--- src/rtl/station_stop_sequencer_pkg.sv ---
// ----------------------------------------------------------------------------
// station_stop_sequencer_pkg
//   Shared definitions for the car command path: drive command encodings,
//   FSM state codes and a helper that folds unused command codes onto STOP.
//   The command codes and state codes are shared with the motor drive block
//   and its bench, so their values must not change.
// ----------------------------------------------------------------------------
package station_stop_sequencer_pkg;

    localparam logic [2:0] CMD_STOP  = 3'b000;
    localparam logic [2:0] CMD_FWD   = 3'b001;
    localparam logic [2:0] CMD_REV   = 3'b010;
    localparam logic [2:0] CMD_LEFT  = 3'b011;
    localparam logic [2:0] CMD_RIGHT = 3'b100;

    typedef enum logic [1:0] {
        ST_IDLE  = 2'd0,
        ST_RUN   = 2'd1,
        ST_DWELL = 2'd2
    } state_t;

    // Codes 101..111 have no meaning to the motor block; treat them as STOP.
    function automatic logic [2:0] norm_cmd(input logic [2:0] cmd);
        return (cmd > CMD_RIGHT) ? CMD_STOP : cmd;
    endfunction

    // Straight-line commands are the only ones that stop at a station.
    function automatic logic is_straight(input logic [2:0] cmd);
        return (cmd == CMD_FWD) || (cmd == CMD_REV);
    endfunction

endpackage

--- src/rtl/station_stop_sequencer_if.sv ---
// ----------------------------------------------------------------------------
// station_stop_sequencer_if
//   Bundles the operator/reed inputs and the drive/status outputs of the
//   station stop sequencer.
//   Signals:
//     user_cmd       raw operator switches (CMD_* encoding, asynchronous)
//     reed_raw       raw reed switch, 1 = magnet present (asynchronous)
//     drive_cmd      registered command to the motor block
//     dwelling       1 while stopped at a station
//     station_count  number of stations stopped at, wraps
//   Modports:
//     master  upstream side: drives the raw inputs, observes the outputs
//     slave   sequencer side
// ----------------------------------------------------------------------------
interface station_stop_sequencer_if #(
    parameter int unsigned CNT_W = 8
);
    logic [2:0]       user_cmd;
    logic             reed_raw;
    logic [2:0]       drive_cmd;
    logic             dwelling;
    logic [CNT_W-1:0] station_count;

    modport master (
        output user_cmd,
        output reed_raw,
        input  drive_cmd,
        input  dwelling,
        input  station_count
    );

    modport slave (
        input  user_cmd,
        input  reed_raw,
        output drive_cmd,
        output dwelling,
        output station_count
    );
endinterface

--- src/rtl/station_stop_sequencer_sync_debounce.sv ---
// ----------------------------------------------------------------------------
// sync_debounce
//   Synchronises an asynchronous, bouncy 1-bit input and debounces it.
//   The stable level only flips after the synchronised input has differed
//   from it for DEBOUNCE_CYCLES consecutive cycles. A registered one-cycle
//   pulse marks each 0->1 transition of the stable level.
//   Ports:
//     clk         system clock
//     rst_n       asynchronous active-low reset
//     din         raw asynchronous input
//     level       debounced stable level
//     rise_pulse  one-cycle pulse, one cycle after level rises
// ----------------------------------------------------------------------------
module sync_debounce #(
    parameter int unsigned SYNC_STAGES     = 2,
    parameter int unsigned DEBOUNCE_CYCLES = 1_000_000
) (
    input  logic clk,
    input  logic rst_n,
    input  logic din,
    output logic level,
    output logic rise_pulse
);

    localparam int unsigned DB_W =
        (DEBOUNCE_CYCLES > 1) ? $clog2(DEBOUNCE_CYCLES) : 1;

    logic [SYNC_STAGES-1:0] sync_q;
    logic [DB_W-1:0]        db_cnt;
    logic                   stable_q;
    logic                   stable_d;
    logic                   rise_q;

    wire synced = sync_q[SYNC_STAGES-1];

    always_ff @(posedge clk or negedge rst_n) begin
        if (!rst_n) begin
            sync_q   <= '0;
            db_cnt   <= '0;
            stable_q <= 1'b0;
            stable_d <= 1'b0;
            rise_q   <= 1'b0;
        end else begin
            sync_q[0] <= din;
            for (int unsigned i = 1; i < SYNC_STAGES; i++) begin
                sync_q[i] <= sync_q[i-1];
            end

            if (synced == stable_q) begin
                db_cnt <= '0;
            end else if (db_cnt == DB_W'(DEBOUNCE_CYCLES - 1)) begin
                stable_q <= synced;
                db_cnt   <= '0;
            end else begin
                db_cnt <= db_cnt + DB_W'(1);
            end

            // Edge detect on the already-registered stable level, so the pulse
            // appears one cycle after the level flips.
            stable_d <= stable_q;
            rise_q   <= stable_q & ~stable_d;
        end
    end

    assign level      = stable_q;
    assign rise_pulse = rise_q;

endmodule

--- src/rtl/station_stop_sequencer.sv ---
// ----------------------------------------------------------------------------
// station_stop_sequencer
//   Upstream command stage for the motor drive block. Synchronises the
//   operator command, debounces the reed switch, and stops the car for a
//   fixed dwell when a station magnet is seen while driving straight.
//   Ports:
//     clk    system clock
//     rst_n  asynchronous active-low reset
//     bus    slave side of station_stop_sequencer_if
//            (user_cmd, reed_raw in; drive_cmd, dwelling, station_count out)
// ----------------------------------------------------------------------------
module station_stop_sequencer
    import station_stop_sequencer_pkg::*;
#(
    parameter int unsigned SYNC_STAGES     = 2,
    parameter int unsigned DEBOUNCE_CYCLES = 1_000_000,
    parameter int unsigned DWELL_CYCLES    = 200_000_000,
    parameter int unsigned CNT_W           = 8
) (
    input  logic                      clk,
    input  logic                      rst_n,
    station_stop_sequencer_if.slave   bus
);

    logic [SYNC_STAGES-1:0][2:0] cmd_sync;
    logic [2:0]                  cmd;
    logic                        reed_level;
    logic                        reed_event;

    state_t           state;
    logic [2:0]       drive_q;
    logic             dwelling_q;
    logic [31:0]      dwell_cnt;
    logic [CNT_W-1:0] count_q;

    sync_debounce #(
        .SYNC_STAGES     (SYNC_STAGES),
        .DEBOUNCE_CYCLES (DEBOUNCE_CYCLES)
    ) u_reed (
        .clk        (clk),
        .rst_n      (rst_n),
        .din        (bus.reed_raw),
        .level      (reed_level),
        .rise_pulse (reed_event)
    );

    // Operator switches are synchronised but deliberately not debounced.
    always_ff @(posedge clk or negedge rst_n) begin
        if (!rst_n) begin
            cmd_sync <= '0;
        end else begin
            cmd_sync[0] <= bus.user_cmd;
            for (int unsigned i = 1; i < SYNC_STAGES; i++) begin
                cmd_sync[i] <= cmd_sync[i-1];
            end
        end
    end

    assign cmd = norm_cmd(cmd_sync[SYNC_STAGES-1]);

    // Outputs are registered alongside the state; each branch sets the values
    // that belong to the state being entered.
    always_ff @(posedge clk or negedge rst_n) begin
        if (!rst_n) begin
            state      <= ST_IDLE;
            drive_q    <= CMD_STOP;
            dwelling_q <= 1'b0;
            dwell_cnt  <= '0;
            count_q    <= '0;
        end else begin
            unique case (state)
                ST_IDLE: begin
                    dwelling_q <= 1'b0;
                    drive_q    <= cmd;
                    if (cmd != CMD_STOP) begin
                        state <= ST_RUN;
                    end
                end

                ST_RUN: begin
                    // Operator STOP wins over a coincident station event.
                    if (cmd == CMD_STOP) begin
                        state   <= ST_IDLE;
                        drive_q <= CMD_STOP;
                    end else if (reed_event && is_straight(cmd)) begin
                        state      <= ST_DWELL;
                        drive_q    <= CMD_STOP;
                        dwelling_q <= 1'b1;
                        dwell_cnt  <= '0;
                        count_q    <= count_q + CNT_W'(1);
                    end else begin
                        drive_q <= cmd;
                    end
                end

                ST_DWELL: begin
                    if (cmd == CMD_STOP) begin
                        state      <= ST_IDLE;
                        drive_q    <= CMD_STOP;
                        dwelling_q <= 1'b0;
                    end else if (dwell_cnt == 32'(DWELL_CYCLES - 1)) begin
                        state      <= ST_RUN;
                        drive_q    <= cmd;
                        dwelling_q <= 1'b0;
                    end else begin
                        dwell_cnt <= dwell_cnt + 32'd1;
                    end
                end

                default: begin
                    state      <= ST_IDLE;
                    drive_q    <= CMD_STOP;
                    dwelling_q <= 1'b0;
                end
            endcase
        end
    end

    assign bus.drive_cmd     = drive_q;
    assign bus.dwelling      = dwelling_q;
    assign bus.station_count = count_q;

endmodule

--- src/flat_wrapper.sv ---
// flat-port wrapper written by rule: the top's interface ports become plain ports
module station_stop_sequencer_flat import station_stop_sequencer_pkg::*;
#(
    parameter int unsigned SYNC_STAGES     = 2,
    parameter int unsigned DEBOUNCE_CYCLES = 1_000_000,
    parameter int unsigned DWELL_CYCLES    = 200_000_000,
    parameter int unsigned CNT_W           = 8
)
  (clk, rst_n, bus_user_cmd, bus_reed_raw, bus_drive_cmd, bus_dwelling, bus_station_count);
  station_stop_sequencer_if #(.CNT_W(CNT_W)) bus_i ();
  input  logic clk;
  input  logic rst_n;
  input wire logic [$bits(bus_i.user_cmd)-1:0] bus_user_cmd;
  input wire logic [$bits(bus_i.reed_raw)-1:0] bus_reed_raw;
  output wire logic [$bits(bus_i.drive_cmd)-1:0] bus_drive_cmd;
  output wire logic [$bits(bus_i.dwelling)-1:0] bus_dwelling;
  output wire logic [$bits(bus_i.station_count)-1:0] bus_station_count;
  assign bus_i.user_cmd = bus_user_cmd;
  assign bus_i.reed_raw = bus_reed_raw;
  assign bus_drive_cmd = bus_i.drive_cmd;
  assign bus_dwelling = bus_i.dwelling;
  assign bus_station_count = bus_i.station_count;
  station_stop_sequencer #(.SYNC_STAGES(SYNC_STAGES), .DEBOUNCE_CYCLES(DEBOUNCE_CYCLES), .DWELL_CYCLES(DWELL_CYCLES), .CNT_W(CNT_W)) u_core (.clk(clk), .rst_n(rst_n), .bus(bus_i));
endmodule
--- config.mk ---
export PLATFORM = sky130hd
export DESIGN_NAME = station_stop_sequencer_flat
export DESIGN_NICKNAME = d
export VERILOG_FILES = /design/src/rtl/station_stop_sequencer_pkg.sv /design/src/rtl/station_stop_sequencer_if.sv /design/src/rtl/station_stop_sequencer_sync_debounce.sv /design/src/rtl/station_stop_sequencer.sv /design/src/flat_wrapper.sv
export SDC_FILE = /design/constraint.sdc
export NUM_CORES = 1
export LEC_CHECK = 0
export BUFFER_PORTS_ARGS = -buffer_cell sky130_fd_sc_hd__buf_4
export CAP_MARGIN = 20
export CORE_AREA = 5 5 133 135
export CTS_CLUSTER_SIZE = 16
export DETAILED_ROUTE_END_ITERATION = 8
export DIE_AREA = 0 0 138 140
export RECOVER_POWER = 25
export SYNTH_ARGS = -nofsm -noshare
export SYNTH_HDL_FRONTEND = slang
export SYNTH_SLANG_ARGS = --single-unit
--- constraint.sdc ---
create_clock -name clk -period 2.9 [get_ports clk]
set_input_delay 0.435 -clock clk [delete_from_list [all_inputs] [get_ports clk]]
set_output_delay 0.435 -clock clk [all_outputs]
set_load 0.02 [all_outputs]
==> results.toml, run 1 <==
[run_status]
status = "finished with violations"
violations = "max-capacitance violations, max-slew violations"

[synthesis]
ys_types = 49
synth-async-reset-ratio = 1.00
avgSynthCellArea_um2 = 9.77
synth_fp_nets = 424
syn_inst = 411
yosysWarnings = 0
synth_seq_cells = 77
synth-edff-count = 0
syn-cell-area_um2 = 4010
synth_flop_cell = "dfrtp_1"
ys_seq_area_frac = 0.480

[placement]
hpwl_um = 6110
gp_congestion = 0.821
portBuffers = 17
dp.cells = 636

[cells_and_area]
antennaDiodeCount = 0
nets = 441
area_growth_syn_to_layout_pct = 18.5
stdcell_count = 652
drive_gt1_frac = 0.127
fill_cells = 1742

[timing]
fmax_ghz = 0.403
period_share = 0.857
setup_viol = 0
min_period_ns = 2.48
skew_ns = 0.00748
worst_pin_slew_ns = 1.65
grt_setup_unrepaired = "no"
finalMaxSlewViolations = 28
tns_ns = 0
final-hold-violation-count = 0
slew_headroom = -0.0975

[die]
dieWidth_um = 138
fp-row-count = 47
die_area_um2 = 19300
core_area_um2 = 16300
io_pins = 18
start_util = 0.246
fp.dieH_um = 140

[job]
max-cap-violations = 1

[worst_setup_path]
startpoint_type = "flip-flop"
cp-end-kind = "flip-flop"
critPathMaxStageDelay_ns = 0.49
crit_required_ns = 3.10
arrival_ns = 2.68
rrSetupSlack_ns = 0.42
crit_type = "flip-flop to flip-flop"
path_cells = "ha_1 -> and4_1 -> nand2_1 -> o31ai_4 -> buf_4 -> nor4_1 -> mux2i_1"
reg2reg_depth = 7
worstPathMaxFanout = 27
crit_family = "simple AND/OR/NAND/NOR gates"
cp_slowest_cell = "dfrtp_1"
rr_endpoint = "u_core.dwell_cnt[12]"
r2r-start = "u_core.dwell_cnt[0]"
path_buf_inv = 1
critical_path_depth = 7

[power_and_ir_drop]
power_leakage_uw = 0.00188
ir_drop_v = 0.000377
p_clk_frac = 0.425
p_switching_uw = 777
switching_share = 0.293
comb_power_share = 0.156
p_per_area_nw_per_um2 = 559
seqPwrFrac = 0.419
power.internal_uw = 1880

[hold_path]
hold_path_depth = 1
hold_path_class = "input pin to flip-flop"
worstHoldEndpoint = "u_core.u_reed.sync_q[0]"
holdCritStartpoint = "bus_reed_raw"

[cts]
cts_tree = "done"
ctsHoldBuffers = 0
clkTransAtPathRegs_ns = 0.06
htree_levels = 3
numCtsBuffers = 9
clock_latency_ns = 0.34
cts_max_path_buffers = 2
ctsResizeCount = 0
cts_root_buffer = "clkbuf_16"
cts_sinks = 77
cts_setup_buffers = 0

[global_routing]
grt_pass1_vias = 3044
grt_antenna_before_repair = 0
grt_busiest_layer = "met2"
overflow = 0
grtUsageMet2 = 0.150
grtUsageTotal = 0.0924
grt_use_met1 = 0.119
grt_pass1_wl_um = 15000
grtUsageMet3 = 0.0276
grt_start_max_net_pins = 78

[detailed_routing]
drt_iter0_markers = 205
remaining_drc_errors = 0
wl_um = 9000
first_pass_iters = 4
wl_per_cell_um = 13.8
routed-via-count = 3224
viasPerCell = 4.94
detail-route-antenna-nets = 0
==> how the worst max path moves through the flow <==
stage,slack [ns],endpoint,from
after floorplan,0.62,u_core.dwell_cnt[31],u_core.dwell_cnt[14]
after global placement,0.49,u_core.dwell_cnt[31],u_core.state[1]
after detailed placement,0.45,u_core.dwell_cnt[31],u_core.state[1]
after CTS,0.41,u_core.dwell_cnt[12],u_core.dwell_cnt[0]
after global routing,0.23,u_core.dwell_cnt[11],u_core.dwell_cnt[0]
final,0.42,u_core.dwell_cnt[12],u_core.dwell_cnt[0]
==> worst reg2reg max path, stage by stage, from the launching register on <==
cell and delay [ns]:
dfrtp_1 0.49, ha_1 0.29, and4_1 0.28, nand2_1 0.17
o31ai_4 0.49, buf_4 0.36, nor4_1 0.12, mux2i_1 0.14
==> kinds of logic (layout without fill, tap and decap cells) <==
family	count (synthesis)	in the layout	synth area share
simple gates	199	199	0.278
compound gates	58	58	0.0991
buf+inv	29	50	0.0281
mux	10	10	0.0256
fa+ha+maj	7	7	0.0218
xor+xnor	31	31	0.0676
flops	77	77	0.480
==> state kept, by name (all words and copies together) (netlist names) <==
| register | cells |
|---|---|
| u_core.bus.drive_cmd | 3 |
| u_core.bus.dwelling | 1 |
| u_core.bus.station_count | 8 |
| u_core.cmd_sync | 6 |
| u_core.dwell_cnt | 32 |
| u_core.state | 2 |
| u_core.u_reed.db_cnt | 20 |
| u_core.u_reed.level | 1 |
| u_core.u_reed.rise_pulse | 1 |
| u_core.u_reed.stable_d | 1 |
| u_core.u_reed.sync_q | 2 |
==> power groups by stage <==
stage	Clock (uW)	Combinational (uW)	Sequential (uW)
2_1_floorplan	0	259	1140
5_1_grt	1200	451	1120
6_report	1130	415	1110
3_3_place_gp	0	397	1130
4_1_cts	1150	415	1110
3_5_place_dp	0	411	1130
==> area by class of cell <==
type	instances	area (um2)	area share
clock inverter	6	71.3	0.0150
tap	220	275	0.0579
inverter	8	30.0	0.00632
multi-input combinational	305	2010	0.422
timing repair buffer	27	219	0.0461
sequential	77	1930	0.405
clock buffer	9	225	0.0474
==> metrics by stage <==
step	hold slack (ns)	util	area [um2]	total power [uW]	setup WS, ns
floorplan	0.139	-	4010	1400	0.622
global route	0.204	0.291	4750	2770	0.235
global placement	0.334	0.271	4430	1530	0.489
finish	0.217	0.291	4750	2660	0.416
detailed placement	0.335	0.271	4430	1540	0.448
CTS	0.188	0.289	4730	2680	0.414
==> cell usage after synthesis (3+ instances only) <==
master	instances	area [um2]
dfrtp_1	77	1930
nand2_1	32	120
nor2_1	32	120
nand3_1	30	150
nand4_1	19	119
or4_1	19	143
a21oi_1	18	90.1
clkbuf_1	18	67.6
o31ai_1	18	135
xnor2_1	18	158
nor4_1	16	100
xor2_1	13	114
and3_1	9	56.3
inv_1	8	30.0
mux2i_1	8	80.1
nand2b_1	8	50.1
nor3_1	8	40.0
ha_1	7	87.6
or3_1	6	37.5
o21ai_0	5	25.0
and4_1	4	35.0
buf_2	3	15.0
==> placed cells by master (no fill, tap or decap), types with 2 or more instances in the layout <==
cell,n
xnor2_1,18
nand4_1,19
and4_1,4
nor4bb_1,2
nor2_1,32
o311ai_0,2
mux2i_1,8
xor2_1,13
or2_2,2
dfrtp_1,77
and3_1,9
nand2_1,32
or3_1,6
mux2_2,2
nand2b_1,8
clkbuf_16,9
nor3_1,8
nand3_1,30
or4_1,19
o21ai_0,5
o31ai_1,17
nor4_1,16
buf_4,21
clkbuf_4,4
a31o_2,2
clkinvlp_4,2
o31a_1,2
ha_1,7
inv_6,2
inv_1,8
a21oi_1,18
a221o_1,2
nor2b_1,2
==> layer usage <==
layer,vias to the layer above,part of all wire
met2,55,0.47
met3,10,0.039
met1,1592,0.48
met4,0,0.013
li1,1567,-
met5,-,0
No activity file was read; power rests on OpenSTA's default activity.
==> run 2: changes to the inputs <==
--- a/config.mk
+++ b/config.mk
@@ -5,12 +5,13 @@
 export SDC_FILE = /design/constraint.sdc
 export NUM_CORES = 1
 export LEC_CHECK = 0
+export ABC_AREA = 1
 export BUFFER_PORTS_ARGS = -buffer_cell sky130_fd_sc_hd__buf_4
 export CAP_MARGIN = 20
-export CORE_AREA = 5 5 133 135
+export CORE_AREA = 5 5 143 145
 export CTS_CLUSTER_SIZE = 16
 export DETAILED_ROUTE_END_ITERATION = 8
-export DIE_AREA = 0 0 138 140
+export DIE_AREA = 0 0 148 150
 export RECOVER_POWER = 25
 export SYNTH_ARGS = -nofsm -noshare
 export SYNTH_HDL_FRONTEND = slang
==> results.toml, run 2 <==
[run_status]
status = "finished, final reports clean"

[timing]
tns_ns = 0
slew_headroom = 0.368
fmax_ghz = 0.434
grt_setup_unrepaired = "no"
finalMaxSlewViolations = 0
timing.final.ws_setup_ns = 0.595
setup_viol = 0
skew_ns = 0.0104
period_share = 0.795
final-hold-violation-count = 0
worst_pin_slew_ns = 0.948
min_period_ns = 2.31

[power_and_ir_drop]
switching_share = 0.304
power.internal_uw = 1850
p_clk_frac = 0.433
comb_power_share = 0.150
p_per_area_nw_per_um2 = 502
p_switching_uw = 811
ir_drop_v = 0.000322
seqPwrFrac = 0.417
power_leakage_uw = 0.00234

[worst_setup_path]
path_cells = "ha_1 -> inv_2 -> nor2_4 -> nand2_2 -> nor2_1 -> nand2_1 -> nand3_2 -> nand2_4 -> nand2_1 -> nand2_1"
rr_endpoint = "u_core.dwell_cnt[22]"
startpoint_type = "flip-flop"
arrival_ns = 2.53
path_buf_inv = 1
crit_type = "flip-flop to flip-flop"
cp_slowest_cell = "dfrtp_1"
critPathMaxStageDelay_ns = 0.45
crit_family = "simple AND/OR/NAND/NOR gates"
r2r-start = "u_core.dwell_cnt[0]"
crit_top_cell = "nand2_1"
crit_required_ns = 3.13
cp-end-kind = "flip-flop"
reg2reg_depth = 10
rrSetupSlack_ns = 0.59
worstPathMaxFanout = 32

[placement]
hpwl_um = 7640
post-place-ws_ns = 0.593
dp.cells = 922
portBuffers = 17
place_area_um2 = 4990
gp_congestion = 0.863

[die]
dieWidth_um = 148
start_util = 0.243
fp.dieH_um = 150
io_pins = 18
core_area_um2 = 19100
fp-row-count = 51
die_area_um2 = 22200

[hold_path]
holdCritStartpoint = "bus_user_cmd[0]"
worstHoldEndpoint = "u_core.cmd_sync[0]"
hold_path_depth = 1
hold_path_class = "input pin to flip-flop"

[global_routing]
grt_use_met1 = 0.141
grtUsageMet2 = 0.164
overflow = 0
grt_pass1_vias = 3964
grt_antenna_before_repair = 0
grtUsageTotal = 0.104
grtUsageMet3 = 0.0260
grt_pass1_wl_um = 19000
grt_start_max_net_pins = 78
grt_busiest_layer = "met2"

[synthesis]
synth-edff-count = 0
syn_inst = 679
synth_seq_cells = 77
synthTopCellsByArea = "dfrtp_1 42%, nand2_1 19%, nor2_1 11%, nand3_1 6.9%, inv_1 4.9%"
synth.most_common_cell = "nand2_1"
synth_top_area_cell = "dfrtp_1"
synth_fp_nets = 692
synth-async-reset-ratio = 1.00
yosys-mux-area-fraction = 0
ys_types = 30
synth_compound_area_frac = 0.0135
synthXorXnorAreaFrac = 0.0566
synthSimpleGateAreaFrac = 0.423
syn-cell-area_um2 = 4640
avgSynthCellArea_um2 = 6.84
synth_flop_cell = "dfrtp_1"
synth_fa_ha_area_frac = 0.0189
yosys-top-cells-count = "238 x nand2_1, 135 x nor2_1, 77 x dfrtp_1"
synth_top_family_by_area = "simple AND/OR/NAND/NOR gates"
ys_seq_area_frac = 0.415
yosysWarnings = 0
netlist.area_leader.share = 0.415

[detailed_routing]
detail-route-antenna-nets = 0
routed-via-count = 4121
wl_um = 10800
drt_iter0_markers = 227
first_pass_iters = 5
wl_per_cell_um = 11.5
viasPerCell = 4.38
remaining_drc_errors = 0

[cells_and_area]
antennaDiodeCount = 0
layout_common_cells = "238 x nand2_1, 135 x nor2_1, 77 x dfrtp_1"
top_register = "u_core.dwell_cnt"
layout_commonest_cell = "nand2_1"
stdcell_area_um2 = 5300
area_growth_syn_to_layout_pct = 14.3
finalCoreUtilization = 0.278
nets = 710
stdcell_count = 940
drive_gt1_frac = 0.0670
largest_reg_flops = 32

[cts]
clkTransAtPathRegs_ns = 0.06
cts_tree = "done"
numCtsBuffers = 9
htree_levels = 3
cts_root_buffer = "clkbuf_16"
cts_max_path_buffers = 2
cts_sinks = 77
clock_latency_ns = 0.35
cts_setup_buffers = 0

[job]
max-cap-violations = 0
-- run 2: changes by cell type after synthesis, moves of 8 or more --
cell,delta
nand4_1,-8
inv_1,+53
xnor2_1,-8
o31ai_1,-18
nand2b_1,-8
nand3_1,+34
a21oi_1,-15
nor4_1,-16
nand2_1,+206
nor2_1,+103
mux2i_1,-8
clkbuf_1,-14
or4_1,-19
-- run 2: worst max path at each step --
stage / start / end / slack (ns) / depth (start not counted)
finish: u_core.dwell_cnt[0] / u_core.dwell_cnt[22] / 0.59 / 10
global route: rst_n / u_core.state[1] / 0.27 / 3
CTS: u_core.dwell_cnt[0] / u_core.dwell_cnt[22] / 0.58 / 10
detailed placement: u_core.dwell_cnt[0] / u_core.dwell_cnt[22] / 0.59 / 10
global placement: u_core.dwell_cnt[0] / u_core.dwell_cnt[15] / 0.69 / 10
floorplan: u_core.dwell_cnt[0] / u_core.dwell_cnt[3] / 1.20 / 11
-- run 2: metrics by stage --
step / hold slack (ns) / power (uW)
floorplan: 0.139 / 1470
global placement: 0.338 / 1530
detailed placement: 0.335 / 1540
CTS: 0.174 / 2710
global route: 0.198 / 2810
finish: 0.210 / 2660
-- run 2: layout make-up --
| type | count | area, um2 |
|---|---|---|
| Timing Repair Buffer | 22 | 164 |
| Clock buffer | 9 | 225 |
| Sequential cell | 77 | 1930 |
| Multi-Input combinational cell | 523 | 2380 |
| Inverter | 64 | 240 |
| Tap cell | 238 | 298 |
| Clock inverter | 7 | 71.3 |
| Fill cell | 2069 | 13800 |
-- run 2: power groups by stage --
stage	combinational [uW]	clock, uW	sequential (uW)
global placement	396	0	1130
CTS	404	1190	1110
detailed placement	404	0	1130
finish	400	1150	1110
global route	448	1240	1110
floorplan	334	0	1140
-- run 2: cell families after synthesis --
| logic type | after synthesis |
|---|---|
| adders and majority gates | 7 |
| DFF | 77 |
| AOI/OAI and AO/OA | 11 |
| xor gates and xnor gates | 30 |
| buffers and inverters | 79 |
| and+or+nand+nor | 475 |
-- run 2: routing by layer --
layer,wire length (um),part of all wire
met3,382,0.035
met2,4800,0.44
met4,85,0.0078
met5,0,0
met1,5570,0.51
-- run 2: repair_timing --
| action | CTS | global route |
|---|---|---|
| resized for setup | 0 | 0 |
| hold endpoints to repair | 0 | 16 |
| hold buffers | 0 | 1 |
